===== src/rtl/fd_pipe_reg_pkg.sv =====
`default_nettype none
// ============================================================================
//  Module   : fd_pipe_reg_pkg
//  Purpose  : Shared CPU constants: MIPS opcode/funct fields used by the
//             branch/jump predecode, fetch exception codes, reset and
//             exception vectors, and the F/D pipeline payload type.
//  Revision : 1.0 - initial release
// ============================================================================
package fd_pipe_reg_pkg;

    // Primary opcodes, instr[31:26]
    localparam logic [5:0] OP_SPECIAL = 6'b000000;
    localparam logic [5:0] OP_REGIMM  = 6'b000001;
    localparam logic [5:0] OP_J       = 6'b000010;
    localparam logic [5:0] OP_JAL     = 6'b000011;
    localparam logic [5:0] OP_BEQ     = 6'b000100;
    localparam logic [5:0] OP_BNE     = 6'b000101;
    localparam logic [5:0] OP_BLEZ    = 6'b000110;
    localparam logic [5:0] OP_BGTZ    = 6'b000111;

    // SPECIAL funct field, instr[5:0]
    localparam logic [5:0] FN_JR      = 6'b001000;
    localparam logic [5:0] FN_JALR    = 6'b001001;

    // REGIMM rt field, instr[20:16]
    localparam logic [4:0] RT_BLTZ    = 5'b00000;
    localparam logic [4:0] RT_BGEZ    = 5'b00001;

    // Exception codes (Cause.ExcCode[6:2])
    localparam logic [4:0] EXC_NONE   = 5'd0;
    localparam logic [4:0] EXC_ADEL   = 5'd4;

    // Vectors shared by PC and CP0 logic
    localparam logic [31:0] RESET_PC   = 32'h0000_3000;
    localparam logic [31:0] HANDLER_PC = 32'h0000_4180;

    // Contents of the fetch/decode pipeline register
    typedef struct packed {
        logic [31:0] instr;
        logic [31:0] pc;
        logic [4:0]  exccode;
        logic        bd;
        logic        valid;
    } fd_payload_t;

endpackage : fd_pipe_reg_pkg
`default_nettype wire


===== src/rtl/fd_pipe_reg_cti_predecode.sv =====
`default_nettype none
// ============================================================================
//  Module   : cti_predecode
//  Purpose  : Combinational predecode flagging control-transfer instructions
//             (beq/bne/blez/bgtz/j/jal, bltz/bgez, jr/jalr).
//  Revision : 1.0 - initial release
// ============================================================================
module cti_predecode
    import fd_pipe_reg_pkg::*;
(
    input  logic [31:0] instr_i,
    output logic        is_cti_o
);

    logic [5:0] w_opcode;
    logic [4:0] w_rt;
    logic [5:0] w_funct;

    assign w_opcode = instr_i[31:26];
    assign w_rt     = instr_i[20:16];
    assign w_funct  = instr_i[5:0];

    // Match the opcode/rt/funct patterns of every branch and jump
    always_comb begin
        is_cti_o = 1'b0;
        case (w_opcode)
            OP_BEQ, OP_BNE, OP_BLEZ, OP_BGTZ, OP_J, OP_JAL:
                is_cti_o = 1'b1;
            OP_REGIMM:
                is_cti_o = (w_rt == RT_BLTZ) || (w_rt == RT_BGEZ);
            OP_SPECIAL:
                is_cti_o = (w_funct == FN_JR) || (w_funct == FN_JALR);
            default:
                is_cti_o = 1'b0;
        endcase
    end

endmodule : cti_predecode
`default_nettype wire


===== src/rtl/fd_pipe_reg.sv =====
`default_nettype none
// ============================================================================
//  Module   : fd_pipe_reg
//  Purpose  : Fetch/decode pipeline register with stall, exception flush and
//             eret squash; derives the branch-delay-slot flag from its own
//             decode-stage predecode.
//  Revision : 1.0 - initial release
// ============================================================================
module fd_pipe_reg #(
    parameter logic [31:0] RESET_PC   = fd_pipe_reg_pkg::RESET_PC,
    parameter logic [31:0] HANDLER_PC = fd_pipe_reg_pkg::HANDLER_PC
) (
    input  logic        clk,
    input  logic        reset,
    input  logic        stall,
    input  logic        exc_flush,
    input  logic        eret_flush,
    input  logic [31:0] instr_f,
    input  logic [31:0] pc_f,
    input  logic [4:0]  exccode_f,
    output logic [31:0] instr_d,
    output logic [31:0] pc_d,
    output logic [4:0]  exccode_d,
    output logic        bd_d,
    output logic        valid_d,
    output logic        is_cti_d
);

    import fd_pipe_reg_pkg::*;

    fd_payload_t fd_q;
    fd_payload_t fd_d;
    logic        w_cti_raw;

    cti_predecode u_cti_predecode (
        .instr_i  (fd_q.instr),
        .is_cti_o (w_cti_raw)
    );

    // A bubble never counts as a branch, so it cannot mark its successor BD
    assign is_cti_d = w_cti_raw & fd_q.valid;

    // Next-state selection: exception flush > stall > eret squash > load
    always_comb begin
        fd_d = fd_q;
        if (exc_flush) begin
            fd_d.instr   = 32'h0;
            fd_d.pc      = HANDLER_PC;
            fd_d.exccode = EXC_NONE;
            fd_d.bd      = 1'b0;
            fd_d.valid   = 1'b0;
        end else if (stall) begin
            fd_d = fd_q;
        end else if (eret_flush) begin
            fd_d.instr   = 32'h0;
            fd_d.pc      = pc_f;
            fd_d.exccode = EXC_NONE;
            fd_d.bd      = 1'b0;
            fd_d.valid   = 1'b0;
        end else begin
            // A faulting fetch travels on as a nop carrying its code
            fd_d.instr   = (exccode_f == EXC_NONE) ? instr_f : 32'h0;
            fd_d.pc      = pc_f;
            fd_d.exccode = exccode_f;
            fd_d.bd      = is_cti_d;
            fd_d.valid   = 1'b1;
        end
    end

    // Pipeline register with synchronous reset to an invalid slot at RESET_PC
    always_ff @(posedge clk) begin
        if (reset) begin
            fd_q.instr   <= 32'h0;
            fd_q.pc      <= RESET_PC;
            fd_q.exccode <= EXC_NONE;
            fd_q.bd      <= 1'b0;
            fd_q.valid   <= 1'b0;
        end else begin
            fd_q <= fd_d;
        end
    end

    assign instr_d   = fd_q.instr;
    assign pc_d      = fd_q.pc;
    assign exccode_d = fd_q.exccode;
    assign bd_d      = fd_q.bd;
    assign valid_d   = fd_q.valid;

endmodule : fd_pipe_reg
`default_nettype wire


===== config.mk =====
export PLATFORM = sky130hd
export DESIGN_NAME = fd_pipe_reg
export DESIGN_NICKNAME = d
export VERILOG_FILES = /design/src/rtl/fd_pipe_reg_pkg.sv /design/src/rtl/fd_pipe_reg_cti_predecode.sv /design/src/rtl/fd_pipe_reg.sv
export SDC_FILE = /design/constraint.sdc
export NUM_CORES = 1
export LEC_CHECK = 0
export CAP_MARGIN = 5
export CORE_UTILIZATION = 35
export CTS_CLUSTER_DIAMETER = 60
export DETAILED_ROUTE_END_ITERATION = 6
export PLACE_DENSITY_LB_ADDON = 0.15
export SLEW_MARGIN = 20
export SYNTH_ARGS = -nofsm -noshare
export SYNTH_HDL_FRONTEND = slang
export SYNTH_HIERARCHICAL = 1
export SYNTH_SLANG_ARGS = --single-unit

===== constraint.sdc =====
create_clock -name clk -period 1.1 [get_ports clk]
set_input_delay 0.22 -clock clk [delete_from_list [all_inputs] [get_ports clk]]
set_output_delay 0.22 -clock clk [all_outputs]
set_load 0.1 [all_outputs]

Yosys cells after proc, flatten, opt, wreduce, memory -nomap -nowiden

Index checks and enable logic that the tools add are counted.

Register bits: 71
Input port bits: 74
Logic and storage cells: 30

Eq/ne operators: 11
Muxes and demuxes: 5
Bitwise operators: 1
Reductions and logical operators: 7

Operator list:

| cell                                                  | count |
|---|---|
| 2-to-1 mux 71 bit                                     | 1 |
| 2-to-1 mux 22 bit                                     | 2 |
| 2-to-1 mux 32 bit                                     | 1 |
| equality test 6 x 3 -> 1 bit, second input constant   | 4 |
| equality test 6 x 2 -> 1 bit, second input constant   | 2 |
| equality test 6 x 4 -> 1 bit, second input constant   | 2 |
| zero test 5 bit                                       | 2 |
| equality test 6 x 1 -> 1 bit, second input constant   | 1 |
| zero test 6 bit                                       | 1 |
| OR reduction 6 bit                                    | 1 |
| equality test 5 x 1 -> 1 bit, second input constant   | 1 |
| one-hot mux 1 bit (3 select lines)                    | 1 |
| logical OR 1 bit                                      | 2 |
| inequality test 2 x 1 -> 1 bit, second input constant | 1 |
| OR reduction 2 bit                                    | 1 |
| AND 1 bit                                             | 1 |

Depth between registers and ports, before layout

Gate-level depths: netlist (run 1).

Word-level depth: 7
Depth in mapped cells: 6

By module

The synthesis (run 1) kept the hierarchy.

Modules (own cells, without submodules):

| module        | instances | cells an instance | area each (sq um) |
|---|---|---|---|
| fd_pipe_reg   | 1         | 277               | 2597.5 |
| cti_predecode | 1         | 7                 | 40.0 |

Worst setup path after synthesis (run 1)

OpenSTA, ideal clock, no wires.

Kind: register to register
Start: register fd_q (netlist bit instr_d[1])
End: register fd_q (netlist bit bd_d)
Setup time: 119 ps
Arrival time: 2287 ps
Data required time: 981 ps
Slack: -1306 ps
Cell stages (with the launch flop): 7
Buffers on the path: 0
Cell sequence: dfxtp_1 > nor4_1 > a311oi_1 > a21oi_1 > and2_1 > a22oi_1 > nor2_1

Word-level cells in the longest chain between the ends: 5
Elaborated cells on any way between the ends: 6

Ends and longest elaborated chain:

| item                                 | RTL line                        | source |
|---|---|---|
| start: declaration                   | fd_pipe_reg.sv:31               | `fd_payload_t fd_q;` |
| equality test 6 x 4 -> 1 bit         | fd_pipe_reg_cti_predecode.sv:32 | `is_cti_o = (w_funct == FN_JR) \|\| (w_funct == FN_JALR);` |
| logical OR 1 bit *                   | fd_pipe_reg_cti_predecode.sv:32 |  |
| one-hot mux 1 bit (3 select lines) * | fd_pipe_reg_cti_predecode.sv:26 | `case (w_opcode)` |
| via w_cti_raw                        | fd_pipe_reg.sv:33               | `logic w_cti_raw;` |
| AND 1 bit *                          | fd_pipe_reg.sv:41               | `assign is_cti_d = w_cti_raw & fd_q.valid;` |
| via is_cti_d                         | fd_pipe_reg.sv:26               | `output logic is_cti_d` |
| 2-to-1 mux 71 bit *                  | fd_pipe_reg.sv:54               | `end else if (eret_flush) begin` |

Mark *: on every way through the listed nets, which the timed path passes. The rest lies on a longest branch.
A chain may end at the register's enable or synchronous reset.

Final worst setup path (run 1)

Start: register fd_q (netlist bit instr_d[26])
End: output port is_cti_d

Word-level cells in the longest chain between the ends: 4
Elaborated cells on any way between the ends: 11

Ends and longest elaborated chain:

| item                                                                         | RTL line |
|---|---|
| equality test 6 x 3 -> 1 bit or equality test 6 x 2 -> 1 bit (tied branches) | fd_pipe_reg_cti_predecode.sv:26 |
| OR reduction 6 bit                                                           | fd_pipe_reg_cti_predecode.sv:26 |
| one-hot mux 1 bit (3 select lines) *                                         | fd_pipe_reg_cti_predecode.sv:26 |
| via w_cti_raw                                                                | fd_pipe_reg.sv:33 |
| AND 1 bit *                                                                  | fd_pipe_reg.sv:41 |
| end: declaration                                                             | fd_pipe_reg.sv:26 |

Marks and branches as above.

==> flow_metrics.tcl, run 1 <==
set metrics [dict create \
    path_delay_family "simple AND/OR/NAND/NOR gates" \
    worstPathMaxFanout 2 \
    skew_ns 0.00684 \
    worstSetupPathType "reg -> out" \
    post-route-period-util_pct 168 \
    crit_chain "nor4_4 -> a311oi_1 -> a21oi_1 -> and2_4 -> buf_12" \
    cp_num_buf_inv 1 \
    synth-compound-area-share_pct 9.91 \
    clk_pin_slew_ns 0.08 \
    rr_startpoint "instr_d[26]$_SDFFE_PP0N_" \
    slowest_delay_ns 0.36 \
    synth_mux_area_share_pct 11.0 \
    port_buffers 145 \
    min_period_ns 1.85 \
    grt_max_degree 48 \
    grt_pass1_wl_mm 12.5 \
    syn_nets 358 \
    reg2reg_depth 7 \
    cts_sinks 71 \
    power_leakage_uw 0.00235 \
    max_slew_margin_pct 82.0 \
    irDropWorstVdd_uv 754 \
    grt_overflow 0 \
    violations "setup timing" \
    endpoint "is_cti_d" \
    hold_class "in -> reg" \
    regArea_um2 1540 \
    rows 31 \
    postSynthCellCount 284 \
    first_global_vias 2508 \
    max-clock-path-buffers 2 \
    groute.usage.overall_pct 21.0 \
    dr.pass1.iters 4 \
    synth_area_leaders "dfxtp_1 (54%), mux2i_1 (11%), nand3_1 (6.3%)" \
    max_freq_mhz 540 \
    synth_edf_count 0 \
    cts_htree_levels 3 \
    clk_latency_ns 0.33 \
    synthTopCellsByCount "dfxtp_1 (71), nor2_1 (38), nand2_1 (33), nand3_1 (33), o21ai_1 (30)" \
    outcome "finished, violations left" \
    cp.required_ns 0.88 \
    pre_cts_ws_ns -0.486 \
    hold_viol_final 0 \
    post_dp_cell_area_um2 5180 \
    yosys.area_share.simple_pct 19.3 \
    p_per_area_nw_per_um2 1030 \
    multi_input_area_um2 1140 \
    numCtsBuffers 9 \
    arrival_ns 1.63 \
    syn2layout_area_growth_pct 120 \
    slew_violations 0 \
    hpwl_mm 5.79 \
    synth_xor_area_share_pct 0 \
    final.hold.worst_slack_ns 0.279 \
    fin_area_um2 5790 \
    critical_path_depth 5 \
    io_pins 146 \
    end_kind "output port" \
    vias 2717 \
    drtIter0Drc 108 \
    diodes 0 \
    gp_congestion 0.708 \
    setup_viol 18 \
    synth_top_family_by_area "simple AND/OR/NAND/NOR gates" \
    ys_warn_count 6 \
    die_width_um 88.8 \
    worst_slew_pin_slew_ns 0.268 \
    drc_errors 0 \
    fillCellCount 459 \
    grt_antenna_before_repair 0 \
    syn_area_um2 2640 \
    layout_setup_ws_ns -0.751 \
    core-area_um2 7250 \
    synth.most_common_cell "dfxtp_1" \
    routed_via_density 4.76 \
    cts_tree "built" \
    synth_cell_types 23 \
    drive_gt1_share_pct 47.0 \
    synth_fa_ha_area_share_pct 0 \
    ys.flop_type "dfxtp_1" \
    synth_top_area_cell "dfxtp_1" \
    yosysSeqAreaShare_pct 53.9 \
    cp_slowest_cell "dfxtp_4" \
    rsz0062_at_grt "true" \
    nets 541 \
    initial_utilization_pct 36.4 \
    async_flop_share_pct 0 \
    wl_per_cell_um 15.3 \
    design.die.area_um2 7890 \
    clockRootBuffer "clkbuf_8" \
    finalWirelength_mm 8.71 \
    cp-startpoint "instr_d[26]$_SDFFE_PP0N_" \
    synth.top_cell.area_share_pct 53.9 \
    die_h_um 88.8 \
    avgSynthCellArea_um2 9.29 \
    synth_seq_cells 71 \
    drv_cap 0 \
    reg2reg_to "bd_d$_SDFFE_PP0N_" \
    cp-start-kind "register" \
    ant_nets 0 \
    r2r_slack_ns -0.36 \
]
==> worst min-delay path: cells and delay by family <==
| family | cells | cell delay [ns] |
|---|---|---|
| buf+inv | 2 | 0.32 |
| simple gates | 1 | 0.04 |
==> layout make-up <==
type                       count  area share (%)
sequential                    71            26.6
clock inverter                 5           0.972
timing repair buffer         194            48.0
tap                           99            2.14
clock buffer                  11            2.44
multi-input combinational    190            19.7
inverter                       1          0.0648
==> cell usage in the layout (no fill, tap or decap), types with 5 or more instances in the layout <==
cell and count:
a22oi_1 5, buf_12 79, buf_4 23, buf_6 15
clkbuf_8 10, clkdlybuf4s50_1 65, dfxtp_2 58, dfxtp_4 13
mux2i_1 29, nand2_1 33, nand3_1 32, nor2_1 37
o21ai_1 27, o21ai_2 5
==> power breakdown <==
part	internal, uW	switching (uW)	leakage (uW)
registers	2600	55.0	0.000612
clock network	1110	964	0.0000959
logic	587	651	0.00165
==> cells by family (layout without fill, tap and decap cells) <==
group	Yosys count	count (layout)
compound gates	46	46
buf+inv	23	211
flops	71	71
mux	29	29
simple gates	115	115
==> state kept, by name (all words and copies together) (netlist names) <==
register and cells:
exccode_d 5, pc_d 32, instr_d 32, bd_d 1, valid_d 1
==> worst min path at each step <==
stage | from | endpoint | slack, ns | cells after the start
after floorplan | reset | pc_d[14]$_SDFFE_PP0P_ | 0.28 | 1
after global placement | instr_d[21]$_SDFFE_PP0N_ | instr_d[21]$_SDFFE_PP0N_ | 0.48 | 2
after detailed placement | instr_d[24]$_SDFFE_PP0N_ | instr_d[24]$_SDFFE_PP0N_ | 0.48 | 2
after CTS | exccode_f[1] | exccode_d[1]$_SDFFE_PP0N_ | 0.31 | 3
after global routing | reset | pc_d[8]$_SDFFE_PP0P_ | 0.29 | 3
final | reset | pc_d[8]$_SDFFE_PP0P_ | 0.28 | 3
==> routing by layer <==
| layer | wire [um] | GRT usage [%] | vias to the layer above |
|---|---|---|---|
| li1 | - | - | 1337 |
| met1 | 3640 | 24.6 | 1289 |
| met2 | 4520 | 36.7 | 84 |
| met3 | 452 | 4.94 | 7 |
| met4 | 97 | 8.80 | 0 |
| met5 | 0 | 0 | - |
==> through the flow <==
step	total power, uW	util, %	instances	setup TNS, ns
floorplan	3320	-	284	-0.920
global placement	3890	71.4	534	-19.28
detailed placement	3910	71.4	534	-21.30
CTS	5990	77.2	560	-2.71
global route	6190	79.9	571	-4.35
finish	5970	79.9	571	-2.35
==> what timing repair did <==
item | in CTS | in global routing
endpoints found under the setup margin | 66 | 105
buffers inserted | 8 | 14
hold buffers | 0 | 0
gates cloned | 2 | 3
pin swaps | 5 | 6
resized for setup | 30 | 21
Power figures use the tool's default switching activity.
==> run 2, diff against run 1 <==
--- a/config.mk
+++ b/config.mk
@@ -9,6 +9,7 @@
 export CORE_UTILIZATION = 35
 export CTS_CLUSTER_DIAMETER = 60
 export DETAILED_ROUTE_END_ITERATION = 6
+export HOLD_SLACK_MARGIN = 0.12
 export PLACE_DENSITY_LB_ADDON = 0.15
 export SLEW_MARGIN = 20
 export SYNTH_ARGS = -nofsm -noshare
==> results of run 2 <==
Final layout, timing and power as in run 1 (identical DEF).
==> run 3, diff against run 2 <==
--- a/config.mk
+++ b/config.mk
@@ -7,6 +7,7 @@
 export LEC_CHECK = 0
 export CAP_MARGIN = 5
 export CORE_UTILIZATION = 35
+export CTS_BUF_LIST = sky130_fd_sc_hd__clkbuf_16
 export CTS_CLUSTER_DIAMETER = 60
 export DETAILED_ROUTE_END_ITERATION = 6
 export HOLD_SLACK_MARGIN = 0.12
==> flow_metrics.tcl, run 3 (synthesis gave the netlist of run 1 again) <==
set metrics [dict create \
    clockRootBuffer "clkbuf_16" \
    slowest_delay_ns 0.35 \
    nets 542 \
    hold_start "reset" \
    syn2layout_area_growth_pct 123 \
    gp_congestion 0.708 \
    worstPathMaxFanout 2 \
    p_per_area_nw_per_um2 1140 \
    sw_frac_of_total_pct 26.7 \
    groute.usage.overall_pct 21.9 \
    cts_htree_levels 3 \
    slew_violations 0 \
    arrival_ns 1.57 \
    max_slew_margin_pct 82.4 \
    max_freq_mhz 559 \
    hpwl_mm 5.79 \
    drtIter0Drc 76 \
    pre_cts_ws_ns -0.486 \
    rows 31 \
    reg2reg_to "bd_d$_SDFFE_PP0N_" \
    irDropWorstVdd_uv 899 \
    cts_sinks 71 \
    grt_antenna_before_repair 0 \
    setup_viol 18 \
    wl_per_cell_um 15.8 \
    dr.pass1.iters 4 \
    clk_latency_ns 0.32 \
    hold_depth 3 \
    drive_gt1_share_pct 46.9 \
    p_switching_uw 1800 \
    port_buffers 145 \
    hold_class "in -> reg" \
    layout_common_cells "buf_12 (79), clkdlybuf4s50_1 (64), dfxtp_2 (57)" \
    grt_pass1_wl_mm 12.9 \
    cp-start-kind "register" \
    initial_utilization_pct 36.4 \
    worst_slew_pin_slew_ns 0.262 \
    max-clock-path-buffers 2 \
    outcome "finished, violations left" \
    cp_slowest_cell "dfxtp_4" \
    grt_max_degree 48 \
    end_kind "output port" \
    cp.required_ns 0.88 \
    cts_tree "built" \
    crit_chain "nor4_4 -> nand2_2 -> a21oi_2 -> and2_4 -> buf_12" \
    die_width_um 88.8 \
    numCtsBuffers 9 \
    ctsHoldBuffers 0 \
    design.die.area_um2 7890 \
    violations "setup timing" \
    io_pins 146 \
    finalWirelength_mm 9.04 \
    routed_via_density 4.79 \
    p_comb_share_pct 18.5 \
    fin_area_um2 5890 \
    ant_nets 0 \
    drc_errors 0 \
    hold_viol_final 0 \
    whs_endpoint "pc_d[8]$_SDFFE_PP0P_" \
    power_leakage_uw 0.00238 \
    clkPwrFrac_pct 41.9 \
    drv_cap 0 \
    layout_setup_ws_ns -0.690 \
    min_period_ns 1.79 \
    p_int_uw 4920 \
    layout_commonest_cell "buf_12" \
    p_seq_share_pct 39.6 \
    worstSetupPathType "reg -> out" \
    die_h_um 88.8 \
    rsz0062_at_grt "true" \
    vias 2740 \
    diodes 0 \
    rr_startpoint "instr_d[26]$_SDFFE_PP0N_" \
    r2r_slack_ns -0.51 \
    post_dp_cell_area_um2 5180 \
    post-route-period-util_pct 163 \
    reg2reg_depth 11 \
    first_global_vias 2541 \
    clk_pin_slew_ns 0.06 \
    grt_overflow 0 \
    skew_ns 0.00273 \
    core-area_um2 7250 \
]
==> run 3: cell types whose count changed in the layout (fill, tap and decap cells not counted), sizes merged <==
cell / delta
clkdlybuf4s50: -1
clkinv: +1
dlygate4sd2: +3
clkbuf: -3
dlymetal6s2s: -2
buf: +2
inv: +1
==> run 3: timing repair <==
item,4_1_cts,5_1_grt
buffers inserted,9,16
resized for setup,37,19
endpoints found under the setup margin,45,73
pin swaps,6,6
gates cloned,2,2
==> run 3: metrics by stage <==
| stage | std cells | hold slack [ns] | total power, uW | util, % | setup TNS (ns) |
|---|---|---|---|---|---|
| floorplan | 284 | 0.285 | 3320 | - | -0.920 |
| global placement | 534 | 0.478 | 3890 | 71.4 | -19.28 |
| detailed placement | 534 | 0.484 | 3910 | 71.4 | -21.30 |
| CTS | 559 | 0.329 | 6730 | 78.5 | -2.35 |
| global route | 572 | 0.325 | 6940 | 81.2 | -3.30 |
| finish | 572 | 0.310 | 6720 | 81.2 | -2.54 |
==> run 3: final cells by class <==
| cell class | instances | area [um^2] |
|---|---|---|
| timing repair buffer | 195 | 2780 |
| sequential | 71 | 1550 |
| fill | 425 | 1370 |
| multi-input combinational | 190 | 1140 |
| clock inverter | 7 | 63.8 |
| inverter | 1 | 3.75 |
| tap | 99 | 124 |
| clock buffer | 9 | 225 |
==> run 3: worst max-delay path by stage <==
stage / from / to / slack [ns] / cells past startpoint
2_1_floorplan: instr_d[26]$_SDFFE_PP0N_ / bd_d$_SDFFE_PP0N_ / -0.48 / 6
3_3_place_gp: instr_d[17]$_SDFFE_PP0N_ / is_cti_d / -0.44 / 5
3_5_place_dp: instr_d[17]$_SDFFE_PP0N_ / is_cti_d / -0.49 / 5
4_1_cts: instr_d[26]$_SDFFE_PP0N_ / is_cti_d / -0.74 / 5
5_1_grt: instr_d[26]$_SDFFE_PP0N_ / is_cti_d / -0.76 / 5
6_report: instr_d[17]$_SDFFE_PP0N_ / is_cti_d / -0.69 / 5
==> run 3: critical path, delay by kind of cell (launching register included) <==
family          cells  cell delay (ns)
simple gates        3             0.58
flops               1             0.35
buf+inv             1             0.17
compound gates      1             0.14
==> run 3: power groups by stage <==
stage / clock network (uW) / logic, uW / registers, uW
floorplan: 0 / 248 / 3070
global placement: 0 / 1170 / 2720
detailed placement: 0 / 1190 / 2730
CTS: 2860 / 1200 / 2670
global route: 2980 / 1290 / 2660
finish: 2820 / 1240 / 2660
==> run 3: layer usage <==
| layer | track usage [%] | vias to the layer above | routed length [um] |
|---|---|---|---|
| met5 | 0 | - | 0 |
| met4 | 7.48 | 0 | 72 |
| met3 | 6.53 | 6 | 469 |
| met2 | 39.0 | 76 | 4790 |
| met1 | 25.0 | 1313 | 3700 |
| li1 | - | 1345 | - |
